--- config.mk ---
export PLATFORM = sky130hd
export DESIGN_NAME = prf_wr_sched
export DESIGN_NICKNAME = d
export VERILOG_FILES = /design/src/rtl/prf_wr_sched.sv
export SDC_FILE = /design/constraint.sdc
export NUM_CORES = 1
export LEC_CHECK = 0
export BUFFER_PORTS_ARGS = -buffer_cell sky130_fd_sc_hd__clkbuf_2
export CAP_MARGIN = 15
export CORE_MARGIN = 3
export CORE_UTILIZATION = 43
export DETAILED_ROUTE_END_ITERATION = 8
export PLACE_DENSITY = 0.77
export SKIP_CTS_REPAIR_TIMING = 1
export SLEW_MARGIN = 20
export SYNTH_ARGS = -nofsm -noshare
export SYNTH_HDL_FRONTEND = slang
export SYNTH_SLANG_ARGS = --single-unit
--- constraint.sdc ---
create_clock -name clk -period 3.2 [get_ports clk]
set_input_delay 0.8 -clock clk [delete_from_list [all_inputs] [get_ports clk]]
set_output_delay 0.8 -clock clk [all_outputs]
set_load 0.02 [all_outputs]
--- src/rtl/prf_wr_sched.sv ---
`default_nettype none
// ============================================================================
// Module   : prf_wr_sched
// Purpose  : Write-port scheduler for the 64-entry physical register file.
//            Zero-fills the RAM after reset, round-robin arbitrates the
//            writeback requesters onto the single write port, and keeps the
//            64-bit busy scoreboard used by issue.
// Revision : 1.0 - initial release
// ============================================================================
module prf_wr_sched #(
  parameter int WIDTH = 32,
  parameter int N_REQ = 4
) (
  input  logic                   clk,
  input  logic                   rst_n,
  input  logic [N_REQ-1:0]       req_valid,
  input  logic [N_REQ*6-1:0]     req_addr,
  input  logic [N_REQ*WIDTH-1:0] req_data,
  output logic [N_REQ-1:0]       req_ready,
  input  logic                   alloc_valid,
  input  logic [5:0]             alloc_addr,
  output logic [63:0]            busy_q,
  output logic                   init_done,
  output logic [5:0]             ram_addrw,
  output logic [WIDTH-1:0]       ram_din,
  output logic                   ram_wea
);

  // Requester vectors are padded to the largest supported count so the
  // cyclic search can use a fixed 3-bit index for any N_REQ in 2..8.
  localparam int c_MAX_REQ = 8;

  typedef enum logic [0:0] {
    ST_INIT = 1'b0,
    ST_RUN  = 1'b1
  } state_t;

  state_t r_state;
  state_t w_state_nxt;

  logic [5:0]           r_init_cnt;
  logic [2:0]           r_rr;
  logic                 r_wr_v;
  logic [5:0]           r_wr_addr;
  logic [WIDTH-1:0]     r_wr_data;
  logic [63:0]          r_busy;

  logic [c_MAX_REQ-1:0] w_valid_pad;
  logic [5:0]           w_addr_arr [c_MAX_REQ];
  logic [WIDTH-1:0]     w_data_arr [c_MAX_REQ];
  logic [3:0]           w_scan;
  logic                 w_gnt_vld;
  logic [2:0]           w_gnt;
  logic [3:0]           w_gnt_inc;
  logic [2:0]           w_rr_nxt;
  logic                 w_accept;
  logic [c_MAX_REQ-1:0] w_ready_pad;
  logic [63:0]          w_busy_nxt;

  // Unpack the flat request buses; unused slots read as idle.
  generate
    for (genvar gi = 0; gi < c_MAX_REQ; gi++) begin : g_unpack
      if (gi < N_REQ) begin : g_used
        assign w_valid_pad[gi] = req_valid[gi];
        assign w_addr_arr[gi]  = req_addr[6*gi +: 6];
        assign w_data_arr[gi]  = req_data[WIDTH*gi +: WIDTH];
      end else begin : g_unused
        assign w_valid_pad[gi] = 1'b0;
        assign w_addr_arr[gi]  = 6'd0;
        assign w_data_arr[gi]  = '0;
      end
    end
  endgenerate

  // Cyclic priority search starting at r_rr; scanning from the far end
  // lets the nearest valid requester overwrite earlier candidates.
  always_comb begin
    w_gnt_vld = 1'b0;
    w_gnt     = 3'd0;
    w_scan    = 4'd0;
    for (int k = N_REQ - 1; k >= 0; k--) begin
      w_scan = {1'b0, r_rr} + 4'(k);
      if (w_scan >= 4'(N_REQ)) begin
        w_scan = w_scan - 4'(N_REQ);
      end
      if (w_valid_pad[w_scan[2:0]]) begin
        w_gnt_vld = 1'b1;
        w_gnt     = w_scan[2:0];
      end
    end
  end

  // Pointer advance and one-hot ready; nothing is accepted during the fill.
  assign w_gnt_inc   = {1'b0, w_gnt} + 4'd1;
  assign w_rr_nxt    = (w_gnt_inc == 4'(N_REQ)) ? 3'd0 : w_gnt_inc[2:0];
  assign w_accept    = (r_state == ST_RUN) && w_gnt_vld;
  assign w_ready_pad = w_accept ? (c_MAX_REQ'(1) << w_gnt) : '0;
  assign req_ready   = w_ready_pad[N_REQ-1:0];

  // State register.
  always_ff @(posedge clk or negedge rst_n) begin
    if (!rst_n) begin
      r_state <= ST_INIT;
    end else begin
      r_state <= w_state_nxt;
    end
  end

  // Next state and RAM write-port drive; INIT writes zero at the fill counter,
  // RUN forwards the staged write, suppressing the hardwired-zero entry 0.
  always_comb begin
    w_state_nxt = r_state;
    init_done   = 1'b0;
    ram_wea     = 1'b0;
    ram_addrw   = 6'd0;
    ram_din     = '0;
    case (r_state)
      ST_INIT: begin
        ram_wea   = 1'b1;
        ram_addrw = r_init_cnt;
        if (r_init_cnt == 6'd63) begin
          w_state_nxt = ST_RUN;
        end
      end
      ST_RUN: begin
        init_done = 1'b1;
        ram_addrw = r_wr_addr;
        ram_din   = r_wr_data;
        ram_wea   = r_wr_v && (r_wr_addr != 6'd0);
      end
      default: begin
        w_state_nxt = ST_INIT;
      end
    endcase
  end

  // Fill counter, round-robin pointer and the one-deep write stage.
  always_ff @(posedge clk or negedge rst_n) begin
    if (!rst_n) begin
      r_init_cnt <= 6'd0;
      r_rr       <= 3'd0;
      r_wr_v     <= 1'b0;
      r_wr_addr  <= 6'd0;
      r_wr_data  <= '0;
    end else begin
      if (r_state == ST_INIT) begin
        r_init_cnt <= r_init_cnt + 6'd1;
      end
      r_wr_v <= w_accept;
      if (w_accept) begin
        r_rr      <= w_rr_nxt;
        r_wr_addr <= w_addr_arr[w_gnt];
        r_wr_data <= w_data_arr[w_gnt];
      end
    end
  end

  // Scoreboard update: commit clears, allocation sets and wins a collision,
  // entry 0 is never busy.
  always_comb begin
    w_busy_nxt = r_busy;
    if ((r_state == ST_RUN) && r_wr_v) begin
      w_busy_nxt[r_wr_addr] = 1'b0;
    end
    if (alloc_valid) begin
      w_busy_nxt[alloc_addr] = 1'b1;
    end
    w_busy_nxt[0] = 1'b0;
  end

  // Scoreboard register.
  always_ff @(posedge clk or negedge rst_n) begin
    if (!rst_n) begin
      r_busy <= 64'd0;
    end else begin
      r_busy <= w_busy_nxt;
    end
  end

  assign busy_q = r_busy;

endmodule
`default_nettype wire

; ---- After elaboration in Yosys (flattened, before gate mapping)
; Index checks and enable logic that the tools add are counted.
[word_totals]
ff_bits = 112
in_bits = 165
[classes]
addsub = 9
magnitude_cmp = 13
n_eq_ne = 2
n_shift = 1
n_mux = 40
bitwise_logic = 5
reduce_logical = 6
[op_table]
columns = cell, count
row1 = 64-bit 2-to-1 mux, 2
row2 = 32-bit binary-select mux with 3-bit select, 1
row3 = 32-bit 2-to-1 mux, 3
row4 = 64-bit bitwise AND, 1
row5 = 64-bit inverter, 1
row6 = 64-bit bitwise OR, 1
row7 = 3-bit 2-to-1 mux, 9
row8 = 6-bit binary-select mux with 3-bit select, 1
row9 = "3-bit by 4-bit < comparator with 1-bit output, second input constant", 4
row10 = "6-bit by 7-bit < comparator with 1-bit output, second input constant", 2
row11 = 1-bit 2-to-1 mux, 13
row12 = 1-bit binary-select mux with 3-bit select, 4
row13 = 1-bit demux with 6-bit select, 2
row14 = "4-bit by 3-bit >= comparator with 1-bit output, second input constant", 3
row15 = "6-bit by 1-bit >= comparator with 1-bit output, second input constant", 2
row16 = 6-bit 2-to-1 mux, 2
row17 = 6-bit case mux with 2 select lines, 1
row18 = "3-bit subtractor, second input constant", 4
row19 = "3-bit by 1-bit adder with 4-bit output, second input constant", 2
row20 = "3-bit by 2-bit adder with 4-bit output, second input constant", 2
row21 = "6-bit by 1-bit adder with 6-bit output, second input constant", 1
row22 = "6-bit equality test, second input constant", 1
row23 = 6-bit nonzero test, 1
row24 = 1-bit logical AND, 5
row25 = 8 further kinds, 8

; ---- Logic depth before layout (Yosys ltp)
[logic_depth]
depth_word = 13
depth_mapped = 13
mapped_depth_nobuf = 9

; ---- Worst setup path before layout
; OpenSTA, ideal clock, no wires.
[synth_timing]
path_kind = reg2out
from = register r_rr[1]
to = output port req_ready[0]
arrival_time_ns = 2.570
required_time_ns = 2.400
setup_slack_ns = -0.170
path_stages_with_launch = 12
path_cell_list = dfrtp_1 > clkbuf_1 > inv_1 > ha_1 > a311o_1 > o32ai_1 > o31ai_2 > inv_2 > buf_6 > buf_6 > ha_1 > and2_1
[synth_via]
elab_chain_len = 11
elab_cells_between_ends = 34
classes_between = 7 x add/sub / 4 x order compare / 1 x shift / 21 x mux / 1 x reduce/logical
[synth_rtl]
columns = item, line
row1 = from (decl), 42  ; logic [2:0] r_rr;
row2 = from (signal assigned), 151  ; r_rr <= w_rr_nxt;
row3 = 3-bit by 2-bit adder with 4-bit output, 82  ; w_scan = {1'b0, r_rr} + 4'(k);
row4 = 4-bit by 3-bit >= comparator with 1-bit output or 3-bit subtractor (tied branches), "83, 84"
row5 = 3-bit 2-to-1 mux, 83  ; if (w_scan >= 4'(N_REQ)) begin
row6 = 1-bit binary-select mux with 3-bit select, 86  ; if (w_valid_pad[w_scan[2:0]]) begin
row7 = 1-bit 2-to-1 mux (not written as such), 86
row8 = 3-bit 2-to-1 mux or 1-bit 2-to-1 mux (tied branches) (4 in a row), 86
row9 = 1-bit by 3-bit left shift with 4-bit output or 1-bit logical AND (tied branches), "97, 96"
row10 = 4-bit 2-to-1 mux (*), 97  ; assign w_ready_pad = w_accept ? (c_MAX_REQ'(1) << w_gnt) : '0;
row11 = to (decl), 19  ; output logic [N_REQ-1:0] req_ready,
; Every way passes the cells marked *; elsewhere a longest branch is shown, timed or not. The select of a mux whose other input is x is not followed.

; ---- Worst setup path in the final report
[layout_timing]
from = input port req_valid[1]
to = output port req_ready[0]
[layout_via]
elab_chain_len = 8
elab_cells_between_ends = 19
classes_between = 1 x shift / 17 x mux / 1 x reduce/logical
[layout_rtl]
columns = item, line
row1 = from (decl), 16  ; input logic [N_REQ-1:0] req_valid,
row2 = 1-bit binary-select mux with 3-bit select, 86
row3 = 1-bit 2-to-1 mux (not written as such), 86
row4 = 3-bit 2-to-1 mux or 1-bit 2-to-1 mux (tied branches) (4 in a row), 86
row5 = 1-bit by 3-bit left shift with 4-bit output or 1-bit logical AND (tied branches), "97, 96"
row6 = 4-bit 2-to-1 mux (*), 97
; Marked as above.

==> results.cfg <==
[run_status]
status = complete, but fails checks
violations = setup timing

[route]
wl_per_cell_um = 18.8
num_vias = 5986
ant_nets = 0
dr.first_iter.drc_count = 508
wl_mm = 20.0
first_pass_iters = 5
vias_per_cell = 5.63
drc = 0

[placed_design]
dp_hpwl_mm = 14.7
gp_congestion = 0.859
dp.cells = 1042
place_ws_ns = -0.182
port_buffers = 271

[cts]
insertion_delay_ns = 0.36
path_clk_slew_ns = 0.08
cts_sinks = 112
clk_path_buf_depth = 2
cts_buffers = 9
tritoncts = done
cts_htree_levels = 3
clockRootBuffer = clkbuf_16

[sta]
fmax_ghz = 0.307
finalCriticalPeriod_ns = 3.25
rsz0062_at_grt = true
tns_ns = -0.166
fin_skew_ns = 0.00896
worst_pin_slew_ns = 0.848
timing.final.ws_setup_ns = -0.0549
setup_viol = 4
period_share = 1.02
max_slew_margin = 0.435
maxSlewViolCount = 0
finalHoldViolations = 0

[setup_path]
cp_num_buf_inv = 3
critical_path.slowest_cell = mux4_2
startpoint_type = input port
critical_path_class = in2out
cp.required_ns = 2.40
cp.arrival_ns = 2.45
path_max_fanout = 7
critPathMaxStageDelay_ns = 0.51
end_kind = primary output
crit_chain = buf_2 -> mux4_2 -> nor2b_4 -> nor3_4 -> o31ai_4 -> inv_4 -> ha_4 -> and2_4 -> buf_6
cp_top_family = multiplexers

[grt]
grt_antenna_before_repair = 1
overflow = 0
grtUsageTotal = 0.247
grt_max_degree = 67
grt_first_pass_wirelength_mm = 31.0
grt_pass1_vias = 5710

[synthesis]
synth_top_flop_cell = dfrtp_1
ys_types = 48
syn-cell-area_sq_um = 6140
synth-async-reset-ratio = 1.00
synth_area_per_cell_sq_um = 10.1
netlist_instances = 608
syn_nets = 777
seq_area_frac_synth = 0.456
synth_warnings = 0
synth-seq-cells = 112
synth_enable_flop_cells = 0

[floorplan]
fp.dieH_um = 126
ioPinCount = 273
core_area_sq_um = 13900
rows = 43
start_util = 0.441
die-width_um = 126
dieArea_sq_um = 15800

[cells_and_area]
area_delta_synth_final_pct = 33.5
layout_common_cells = 265 x clkbuf_2, 130 x o21ai_0, 110 x dfrtp_1
fin_cells = 1064
final_layout_size_suffix_gt1_frac = 0.420
fin_util = 0.589
fin_nets = 1047
final_common_cell = clkbuf_2

[power]
p_total_uw = 2960
p_leak_uw = 0.00388
p_per_area_nw_per_um2 = 360
irDropWorstVdd_uv = 243

[hold_path]
hold_path_class = in2async

[run]
cap_violations = 0
synth_stat cells, types with 2 or more instances:
library cell / instances / area (sq um)
nand4b_1: 6 / 52.6
buf_6: 4 / 45.0
mux2_2: 8 / 90.1
or3b_2: 4 / 35.0
and3_1: 2 / 12.5
o221ai_2: 10 / 150
ha_1: 4 / 50.1
clkbuf_1: 23 / 86.3
o221ai_1: 30 / 263
buf_2: 5 / 25.0
a21oi_1: 4 / 20.0
o21ai_0: 130 / 651
buf_4: 10 / 75.1
or2_2: 7 / 43.8
nand2b_1: 5 / 31.3
dfrtp_1: 112 / 2800
mux4_2: 2 / 45.0
inv_1: 4 / 15.0
inv_2: 2 / 7.51
nor2b_1: 3 / 18.8
xnor2_1: 4 / 35.0
nor2_1: 15 / 56.3
nand3b_1: 12 / 90.1
nand2_1: 53 / 199
or3_1: 4 / 25.0
nand3_1: 12 / 60.1
mux2i_1: 78 / 781
and2_1: 35 / 219
per-stage QoR:
stage	hold WS, ns	area, sq um
2_1_floorplan	0.448	6180
3_3_place_gp	0.465	7760
3_5_place_dp	0.465	7760
4_1_cts	0.395	8080
5_1_grt	0.414	8210
6_report	0.389	8210
worst register-to-register path, delay by kind of cell, from the launching register on:
kind	cells	cell delay [ns]
flops	1	0.44
compound gates	4	0.85
fa+ha+maj	1	0.24
mux	1	0.41
buf+inv	5	0.93
kinds of logic (layout without fill, tap and decap cells):
family / count (synthesis) / after routing / share of synthesized area
other: 1 / 2 / 0.000610
muxes: 89 / 89 / 0.151
adders and majority gates: 4 / 4 / 0.00815
and+or+nand+nor: 160 / 160 / 0.140
DFF: 112 / 112 / 0.456
xor gates and xnor gates: 5 / 5 / 0.00713
buffers and inverters: 49 / 324 / 0.0419
AOI/OAI and AO/OA: 188 / 188 / 0.195
path summary, 6_finish.rpt:
check                      slack (ns)  cells past startpoint    startpoint      endpoint
max reg2reg                      0.20                     11       r_rr[1]  r_wr_addr[3]
max in group asynchronous        2.06                      2         rst_n       r_rr[0]
min reg2reg                      0.49                      2  r_wr_data[0]  r_wr_data[0]
min in group clk                 0.49                      2  r_wr_data[0]  r_wr_data[0]
max                             -0.05                      9  req_valid[1]  req_ready[0]
min                              0.39                      1         rst_n    busy_q[42]
registers in the layout, indices dropped and copies added (netlist names):
name        cells
busy_q         63
r_init_cnt      6
r_rr            3
r_state         1
r_wr_addr       6
r_wr_data      32
r_wr_v          1
final cells by class:
cell class	instances	area, sq um
fill	1233	5730
tap	180	225
clock inverter	7	90.1
timing repair buffer	302	1660
clock buffer	9	225
sequential	112	2810
inverter	6	25.0
antenna	1	2.50
multi-input combinational	447	3180
power breakdown:
part	internal, uW	total, uW	switching (uW)
Clock	625	1190	567
Combinational	171	351	179
Sequential	1410	1410	0
Total	2210	2960	746
per-layer routing:
layer / track usage / vias up / routed length, um
li1: - / 2779 / -
met1: 0.313 / 2894 / 7940
met2: 0.413 / 280 / 10100
met3: 0.0581 / 33 / 1490
met4: 0.0874 / 0 / 512
met5: 0 / - / 0
Note: power is estimated with default switching activity, not from simulation.
